**src/rtl/rounding_unit_normalizer.sv**
```systemverilog
// rounding_unit_normalizer
// Two-stage elastic normalizer in front of the rounding unit's fraction
// incrementer. Stage 1 pre-shifts an overflowed fraction (keeping a sticky
// LSB) and counts leading zeros. Stage 2 left-shifts so that bit 47 is the
// leading one and adjusts the exponent to match.
// Optional feature: define RU_NORM_SUBNORMAL_CLAMP_EN to limit the shift so
// the exponent never drops below 1. Results that would need a larger shift
// come out as subnormals with exponent 0.
module rounding_unit_normalizer (
  input  logic        clk,
  input  logic        reset,
  input  logic        in_valid,
  output logic        in_ready,
  input  logic [48:0] in_fraction,
  input  logic [9:0]  in_exponent,
  output logic        out_valid,
  input  logic        out_ready,
  output logic [48:0] normalized_fraction,
  output logic [9:0]  out_exponent,
  output logic        out_zero
);

  // Stage 1 state
  logic        s1_valid_reg;
  logic [48:0] s1_fraction_reg;
  logic [9:0]  s1_exponent_reg;
  logic [5:0]  s1_lzc_reg;
  logic        s1_zero_reg;

  // Stage 2 state (drives the outputs directly)
  logic        s2_valid_reg;
  logic [48:0] s2_fraction_reg;
  logic [9:0]  s2_exponent_reg;
  logic        s2_zero_reg;

  // Stage 1 next-state values
  logic [48:0] s1_fraction_next;
  logic [9:0]  s1_exponent_next;
  logic [5:0]  s1_lzc_next;
  logic [5:0]  pre_lzc;

  // Stage 2 next-state values
  logic [48:0] s2_fraction_next;
  logic [9:0]  s2_exponent_next;
  logic [5:0]  shift;
  logic        subnormal;

  logic s1_adv;
  logic s2_adv;

  // A stage may advance when it is empty or its downstream is advancing
  assign s2_adv   = !s2_valid_reg || out_ready;
  assign s1_adv   = !s1_valid_reg || s2_adv;
  assign in_ready = s1_adv;

  assign out_valid           = s2_valid_reg;
  assign normalized_fraction = s2_fraction_reg;
  assign out_exponent        = s2_exponent_reg;
  assign out_zero            = s2_zero_reg;

  // Stage 1 combinational: overflow pre-shift or leading-zero count
  always_comb begin
    // Ascending scan: the highest set bit is the last one to write pre_lzc
    pre_lzc = 6'd48;
    for (int i = 0; i < 48; i++) begin
      if (in_fraction[i]) pre_lzc = 6'(47 - i);
    end
    if (in_fraction[48]) begin
      // Right shift by one, folding the dropped bit into the new LSB.
      // A 10-bit sum is the truncated 11-bit sum; overflow wraps silently.
      s1_fraction_next = {1'b0, in_fraction[48:2], in_fraction[1] | in_fraction[0]};
      s1_exponent_next = in_exponent + 10'd1;
      s1_lzc_next      = 6'd0;
    end else begin
      s1_fraction_next = in_fraction;
      s1_exponent_next = in_exponent;
      s1_lzc_next      = pre_lzc;
    end
  end

  // Stage 2 combinational: choose the shift, normalize, adjust exponent
  always_comb begin
`ifdef RU_NORM_SUBNORMAL_CLAMP_EN
    logic [10:0] exp_m1;
    // Largest shift that keeps the exponent at 1 or above
    exp_m1 = {s1_exponent_reg[9], s1_exponent_reg} - 11'd1;
    if (exp_m1[10]) begin
      shift = 6'd0;
    end else if (exp_m1 < {5'd0, s1_lzc_reg}) begin
      shift = exp_m1[5:0];
    end else begin
      shift = s1_lzc_reg;
    end
    subnormal = (shift != s1_lzc_reg);
`else
    shift     = s1_lzc_reg;
    subnormal = 1'b0;
`endif
    s2_fraction_next = s1_fraction_reg << shift;
    s2_exponent_next = s1_exponent_reg - {4'd0, shift};
    if (s1_zero_reg) begin
      s2_fraction_next = 49'd0;
      s2_exponent_next = 10'd0;
    end else if (subnormal) begin
      // Subnormal encoding: exponent field 0 scales the same as exponent 1
      s2_exponent_next = 10'd0;
    end
  end

  // Stage 1 register: accept a new beat whenever the stage can advance
  always_ff @(posedge clk) begin
    if (reset) begin
      s1_valid_reg    <= 1'b0;
      s1_fraction_reg <= 49'd0;
      s1_exponent_reg <= 10'd0;
      s1_lzc_reg      <= 6'd0;
      s1_zero_reg     <= 1'b0;
    end else if (s1_adv) begin
      s1_valid_reg <= in_valid;
      if (in_valid) begin
        s1_fraction_reg <= s1_fraction_next;
        s1_exponent_reg <= s1_exponent_next;
        s1_lzc_reg      <= s1_lzc_next;
        s1_zero_reg     <= (s1_lzc_next == 6'd48);
      end
    end
  end

  // Stage 2 register: output data holds while the rounding unit stalls
  always_ff @(posedge clk) begin
    if (reset) begin
      s2_valid_reg    <= 1'b0;
      s2_fraction_reg <= 49'd0;
      s2_exponent_reg <= 10'd0;
      s2_zero_reg     <= 1'b0;
    end else if (s2_adv) begin
      s2_valid_reg <= s1_valid_reg;
      if (s1_valid_reg) begin
        s2_fraction_reg <= s2_fraction_next;
        s2_exponent_reg <= s2_exponent_next;
        s2_zero_reg     <= s1_zero_reg;
      end
    end
  end

endmodule
```
**config.mk**
```make
export PLATFORM = sky130hd
export DESIGN_NAME = rounding_unit_normalizer
export DESIGN_NICKNAME = d
export VERILOG_FILES = /design/src/rtl/rounding_unit_normalizer.sv
export SDC_FILE = /design/constraint.sdc
export NUM_CORES = 1
export LEC_CHECK = 0
export CORE_ASPECT_RATIO = 1.25
export CORE_MARGIN = 2
export CORE_UTILIZATION = 28
export CTS_BUF_LIST = sky130_fd_sc_hd__clkbuf_2
export CTS_CLUSTER_DIAMETER = 30
export CTS_CLUSTER_SIZE = 16
export DETAILED_ROUTE_END_ITERATION = 8
export PLACE_DENSITY = 0.53
export SLEW_MARGIN = 20
export SYNTH_ARGS = -nofsm -noshare
export SYNTH_HDL_FRONTEND = slang
export SYNTH_SLANG_ARGS = --single-unit
```
**constraint.sdc**
```tcl
create_clock -name clk -period 5.5 [get_ports clk]
set_clock_uncertainty 0.05 [all_clocks]
set_input_delay 0.825 -clock clk [delete_from_list [all_inputs] [get_ports clk]]
set_output_delay 0.825 -clock clk [all_outputs]
set_load 0.02 [all_outputs]
```
; Word level (Yosys, flattened, before mapping)
; Cells that the tools add are included.
; W data, S select, Z words.
[op_classes]
reduce_logical = 6
n_shift = 1
bitwise = 1
addsub = 2
muxes = 53
n_eq_ne = 1
[op_table]
columns = cell, count
row1 = $mux W6, 48
row2 = $mux W49, 1
row3 = $shl A49 B6 Y49, 1
row4 = $mux W48, 1
row5 = $mux W10, 2
row6 = $add A10 B1 Y10 const B, 1
row7 = $sub A10 B6 Y10, 1
row8 = $eq A6 B6 Y1 const B, 1
row9 = $mux W5, 1
row10 = $reduce_and A2 Y1, 2
row11 = $logic_not A1 Y1, 2
row12 = $logic_or A1 B1 Y1, 2
row13 = $or A1 B1 Y1, 1
[totals]
out_inout_bits = 62
word_cells = 73
regBits = 128

; Depth between registers and ports, before layout
; Gate-level depths: netlist (run 1).
[depth]
word_depth = 50
ltp_mapped = 11
mapped_depth_nobuf = 10

; Least setup slack after synthesis (run 1)
; OpenSTA, ideal clock, no wires.
[synth_timing]
kind = reg-to-reg
start = register s1_lzc_reg[1]
end = register s2_exponent_reg[8], in the netlist out_exponent[8]
synth_period_minus_slack_ns = 2.597
stages_incl_launch_ff = 12
required_time_ns = 5.320
path_slack_ns = 2.903
t_arrival_ns = 2.417
cell_sequence = dfxtp_1 buf_6 buf_12 buf_4 inv_2 fa_1 a21o_1 a21oi_1 o21bai_1 a2111oi_0 xnor2_1 o21ai_0
[synth_via]
elab_chain_len = 2
[synth_lines]
columns = item, line
row1 = start: declaration, 27  ; logic [5:0] s1_lzc_reg;
row2 = start signal: assignment, 123  ; s1_lzc_reg <= s1_lzc_next;
row3 = $sub A10 B6 Y10, 100  ; s2_exponent_next = s1_exponent_reg - {4'd0, shift};
row4 = $mux W10, 101  ; if (s1_zero_reg) begin
row5 = end signal: assignment, 140  ; s2_exponent_reg <= s2_exponent_next;
row6 = end: declaration, 33  ; logic [9:0] s2_exponent_reg;
; No other way between the ends.
; A chain may end at the register's enable or synchronous reset.

; Worst setup path after layout (run 1)
; Same ends and word-level chain as after synthesis.

==> results of run 1 <==
[worst paths after layout]
| path | start | endpoint | slack, ns | cells after the start |
|---|---|---|---|---|
| min | normalized_fraction[35] | normalized_fraction[35] | 0.40 | 2 |
| max | s1_lzc_reg[1] | out_exponent[8] | 2.31 | 8 |
| max reg2reg | s1_lzc_reg[1] | out_exponent[8] | 2.31 | 8 |
| min reg2reg | normalized_fraction[35] | normalized_fraction[35] | 0.40 | 2 |
[through the flow]
step	utilization, %	hold WS [ns]	worst slack, ns
after floorplan	-	0.393	2.90
after global routing	34.1	0.447	1.97
final	34.1	0.403	2.31
after detailed placement	33.3	0.383	1.99
after global placement	33.3	0.378	2.12
after CTS	34.0	0.405	2.24
[power by group]
group	total, mW	internal [mW]	switching, mW
Combinational	0.535	0.238	0.297
Clock	0.579	0.205	0.374
Sequential	1.03	0.975	0.0586
Total	2.15	1.42	0.729
[cell usage in the layout, fill, tap and decap left out, drive strengths merged, types with 7 or more instances in the layout]
cell	n
mux4	27
nor3	24
o21ai	44
a21oi	48
o22ai	8
xor2	9
a22o	7
buf	15
nand2	65
inv	25
clkbuf	17
a211oi	62
mux2	29
nor2b	7
o211ai	8
nor2	141
nand2b	7
dfxtp	127
a22oi	27
clkinv	9
nand3	9
clkdlybuf4s50	122
ha	7
mux2i	88
nor4	15
o221ai	14
a221o	9
a221oi	8
[cells by family (layout without fill, tap and decap cells)]
group | count (synthesis) | after routing
compound gates | 285 | 285
buf+inv | 100 | 193
flops | 127 | 127
simple gates | 302 | 302
xor+xnor | 15 | 15
fa+ha+maj | 8 | 8
other cells | 0 | 1
mux | 144 | 144
[per-layer routing]
metal | GRT usage (%) | part of all wire, % | up-vias
li1 | - | - | 3910
met1 | 23.2 | 46 | 3707
met2 | 29.2 | 47 | 256
met3 | 3.00 | 4.7 | 40
met4 | 6.13 | 2.3 | 0
met5 | 0 | 0 | -
[final cells by class]
cell class	instances	area share, %
antenna	1	0.0245
clock buffer	17	0.834
multi-input combinational	754	53.9
tap	401	4.92
sequential	127	25.0
inverter	25	0.920
clock inverter	14	1.42
timing repair buffer	137	13.1
[worst max-delay path, cell delays in order (launching register included)]
cell and delay, ns:
dfxtp_2 0.92, inv_2 0.33, fa_1 0.51, a21o_1 0.17, a21oi_1 0.20, o21bai_1 0.12
a2111oi_0 0.50, xnor2_1 0.16, o21ai_0 0.08
==> flow_summary.ini, run 1 <==
[outcome]
outcome = completed

[job]
cap_viol_max_count = 0

[detailed_routing]
dr.pass1.iters = 5
wirelength_um = 28000
drc = 0
dr_total_vias = 7913
drt_iter0_drc = 521
ant_nets = 0
wl_per_cell_um = 19.0
via_per_inst = 5.36

[layout]
ff_latch_area_um2 = 2550
design_area_um2 = 10200
multi_input_area_um2 = 5500
final_cells = 1476
largest_reg_flops = 49
drive_gt1_share_pct = 9.87
fillers = 3192
nets = 1133
syn_to_final_growth_pct = 20.5

[die]
core_um2 = 29900
die_area_um2 = 31600
die_w_um = 160
rows = 71
fp.dieH_um = 198
pin_count = 125
start_util_pct = 28.3

[grt]
grt_max_degree = 79
grt_pass1_wl_um = 44100
overflow = 0
grt_usage_pct = 17.6
antenna_found_initial = 1
grt_pass1_vias = 7680

[synth]
synth_mux_area_share_pct = 22.0
syn_area_um2 = 8460
syn_avg_cell_area_um2 = 8.63
yosysUniqueCellTypes = 72
synthXorXnorAreaFrac_pct = 1.55
synthSimpleGateAreaFrac_pct = 16.2
synth_top_family_by_area = compound AO/OA/AOI/OAI gates
synthCells = 981
synth_top_area_share_pct = 30.0
synth_flop_cell = dfxtp_1
synth-async-reset-ratio_pct = 0
yosysSeqAreaShare_pct = 30.0
synth_top_area_cell = dfxtp_1
synth_compound_area_share_pct = 23.8
syn_nets = 1052
ys_ff_latch = 127
synthTopCellsByCount = nor2_1, dfxtp_1, mux2i_1
synth_most_common_cell = nor2_1
yosys_warnings = 0
synth_edf_count = 0
yosys-top-cells-area = dfxtp_1, mux2i_1, nor2_1, a211oi_1, mux4_2
synthAdderAreaFrac_pct = 1.27

[setup_path]
cp.arrival_ns = 3.74
end_kind = flop
crit_fanout = 33
cp-start-kind = flop
worst-endpoint-required_ns = 6.05
path_class = flop to flop

[cts]
clock-sinks = 127
cts_buffer_depth = 2
clock_latency_ns = 0.73
cts_max_level = 4
post_cts_resized = 0
cts_buffers = 17
post_cts_buffers = 0
cts.clk_slew.worst_paths_ns = 0.21
cts_hold_buf = 0
ctsRootBufferMaster = clkbuf_2
tritoncts = yes

[timing]
finalSetupViolCount = 0
relSlewSlack_pct = 31.7
setup_tns_ns = 0
tightest_slew_ns = 1.02
slew_viol_final = 0
max_freq_ghz = 0.313
hold_viol_final = 0
post-route-min-period_ns = 3.19
post-route-period-util_pct = 58.1
rsz0062_at_grt = false

[place]
io_buffer_count = 124
hpwl_um = 21500
placed_cells = 1444
gp_congestion = 0.891
placed_area_um2 = 9960

[pwr]
p_total_mw = 2.15
ir_worst_vdd_mv = 0.0918
p_leak_nw = 3.54
powerDensity_nw_per_um2 = 211

[worst_hold_path]
hp-class = flop to flop
(Power assumes the default switching activity.)
==> run 2: changes to the inputs <==
==> constraint.sdc (replaced) <==
create_clock -name clk -period 3.02 [get_ports clk]
set_clock_uncertainty 0.05 [all_clocks]
set_input_delay 0.453 -clock clk [delete_from_list [all_inputs] [get_ports clk]]
set_output_delay 0.453 -clock clk [all_outputs]
set_load 0.02 [all_outputs]
==> run 2 against run 1 <==
Cell count up 1.9%. Cell area up 3.2%. Combinational power up 89%. Non-clock buffer count up 27. Routed wire length up 2.0%. Via count up 2.8%. Largest cell class unchanged. First-iteration DRC count up 28%.
==> flow_summary.ini, run 2 (same netlist as run 1, synthesis figures left out) <==
[setup_path]
worst-endpoint-required_ns = 2.52
cp.arrival_ns = 2.17
crit_path_top_delay_cell = clkdlybuf4s50_1
r2r_setup_slack_ns = 0.39
slowest_delay_ns = 0.63
r2r_cells = 6
crit_fanout = 7
crit_path_cell_trace = nand3b_1 -> clkdlybuf4s50_1
end_kind = primary output
r2r_start = s1_lzc_reg[1]
path_class = flop to primary output
r2r-end = normalized_fraction[28]
cp-start-kind = flop

[detailed_routing]
dr.pass1.iters = 5
wl_per_cell_um = 19.0
drt_iter0_drc = 668
ant_nets = 0
via_per_inst = 5.41
wirelength_um = 28600
dr_total_vias = 8136
drc = 0

[die]
start_util_pct = 28.3
rows = 71
pin_count = 125
core_um2 = 29900
fp.dieH_um = 198
die_w_um = 160
die_area_um2 = 31600

[timing]
setup_slack_ns = 0.350
hold_viol_final = 0
finalSetupViolCount = 0
post-route-period-util_pct = 88.4
max_freq_ghz = 0.374
setup_tns_ns = 0
slew_viol_final = 0
relSlewSlack_pct = 52.0
tightest_slew_ns = 0.720
rsz0062_at_grt = false
post-route-min-period_ns = 2.67
hold-worst-slack_ns = 0.159

[layout]
mostFrequentLayoutCell = nor2_1
nets = 1160
syn_to_final_growth_pct = 24.3
fillers = 3136
final_cell_mix = nor2_1, dfxtp_1, clkdlybuf4s50_1, mux2i_1, nand2_1
final_cells = 1504
design_area_um2 = 10500
largest_reg_flops = 49
multi_input_area_um2 = 5490
fin_util_pct = 35.2
drive_gt1_share_pct = 12.1
ff_latch_area_um2 = 2550

[grt]
grt_pass1_vias = 7710
grt_max_degree = 115
grt_usage_pct = 17.8
grt_pass1_wl_um = 44600
overflow = 0
antenna_found_initial = 1

[place]
placed_cells = 1470
dp_slack_ns = 0.371
gp_congestion = 0.891
io_buffer_count = 124
placed_area_um2 = 10200
hpwl_um = 22000

[cts]
clock-sinks = 127
cts_buffers = 17
ctsRootBufferMaster = clkbuf_2
clock_latency_ns = 0.75
tritoncts = yes
post_cts_resized = 0
post_cts_buffers = 0
cts_max_level = 4
cts.clk_slew.worst_paths_ns = 0.19
cts_buffer_depth = 2

[pwr]
intPower_mw = 2.95
p_clk_share_pct = 32.5
ir_worst_vdd_mv = 0.165
power.switching_mw = 1.33
p_total_mw = 4.27
powerDensity_nw_per_um2 = 406
combPwrFrac_pct = 23.6
p_leak_nw = 3.73
switching_share_pct = 31.1
seqPwrFrac_pct = 43.9

[worst_hold_path]
hold_depth = 3
hp-class = input port to flop
hp-start = in_fraction[48]
min_to = s1_fraction_reg[44]

[outcome]
outcome = completed

[job]
cap_viol_max_count = 0
==> run 2: cell types whose count changed in the layout (fill, tap and decap cells not counted) <==
| cell | delta |
|---|---|
| bufinv_16 | +4 |
| clkbuf_2 | +3 |
| nor3_1 | +1 |
| dlygate4sd3_1 | +1 |
| inv_6 | -1 |
| clkinvlp_4 | -1 |
| nor3_2 | -1 |
| buf_4 | +23 |
| clkinv_2 | +1 |
| buf_12 | +3 |
| clkinv_4 | -4 |
| clkinv_1 | -1 |
==> run 2: critical path, delay by kind of cell, from the launching register on <==
family / cells / cell delay [ns]
AND/OR/NAND/NOR: 1 / 0.30
flip-flops: 1 / 0.52
buffers and inverters: 1 / 0.63
==> run 2: worst max path at each step <==
stage               depth (start not counted)            from              end  slack (ns)
floorplan                                  11   s1_lzc_reg[1]  out_exponent[8]        0.42
global placement                            7  in_fraction[1]    s1_lzc_reg[1]        0.37
detailed placement                          7  in_fraction[5]    s1_lzc_reg[1]        0.37
CTS                                         2    s1_valid_reg         in_ready        0.24
global route                                2    s1_valid_reg         in_ready        0.19
finish                                      2    s1_valid_reg         in_ready        0.35
==> run 2: final cells by class <==
cell class | instances | area share [%]
Antenna cell | 1 | 0.0238
Clock buffer | 20 | 0.951
Clock inverter | 12 | 2.04
Inverter | 25 | 0.892
Multi-Input combinational cell | 754 | 52.2
Sequential cell | 127 | 24.2
Tap cell | 401 | 4.77
Timing Repair Buffer | 164 | 15.0
==> run 2: power groups by stage <==
stage | Clock (mW) | Combinational, mW | Sequential [mW]
final | 1.39 | 1.01 | 1.88
after global routing | 1.49 | 1.09 | 1.89
after CTS | 1.43 | 1.01 | 1.88
after detailed placement | 0 | 1.00 | 1.91
after global placement | 0 | 0.996 | 1.91
after floorplan | 0 | 0.566 | 1.91
==> run 2: what timing repair did <==
item	CTS	global route
endpoints found under the setup margin	0	0
endpoints found under the hold margin	18	0
hold buffers	1	0
==> run 2: layer usage <==
metal / up-vias / part of all wire, % / global-route usage [%]
met1: 3901 / 45 / 23.4
met4: 0 / 2.5 / 6.67
li1: 3976 / - / -
met2: 220 / 48 / 29.3
met5: - / 0 / 0
met3: 39 / 4.4 / 2.98
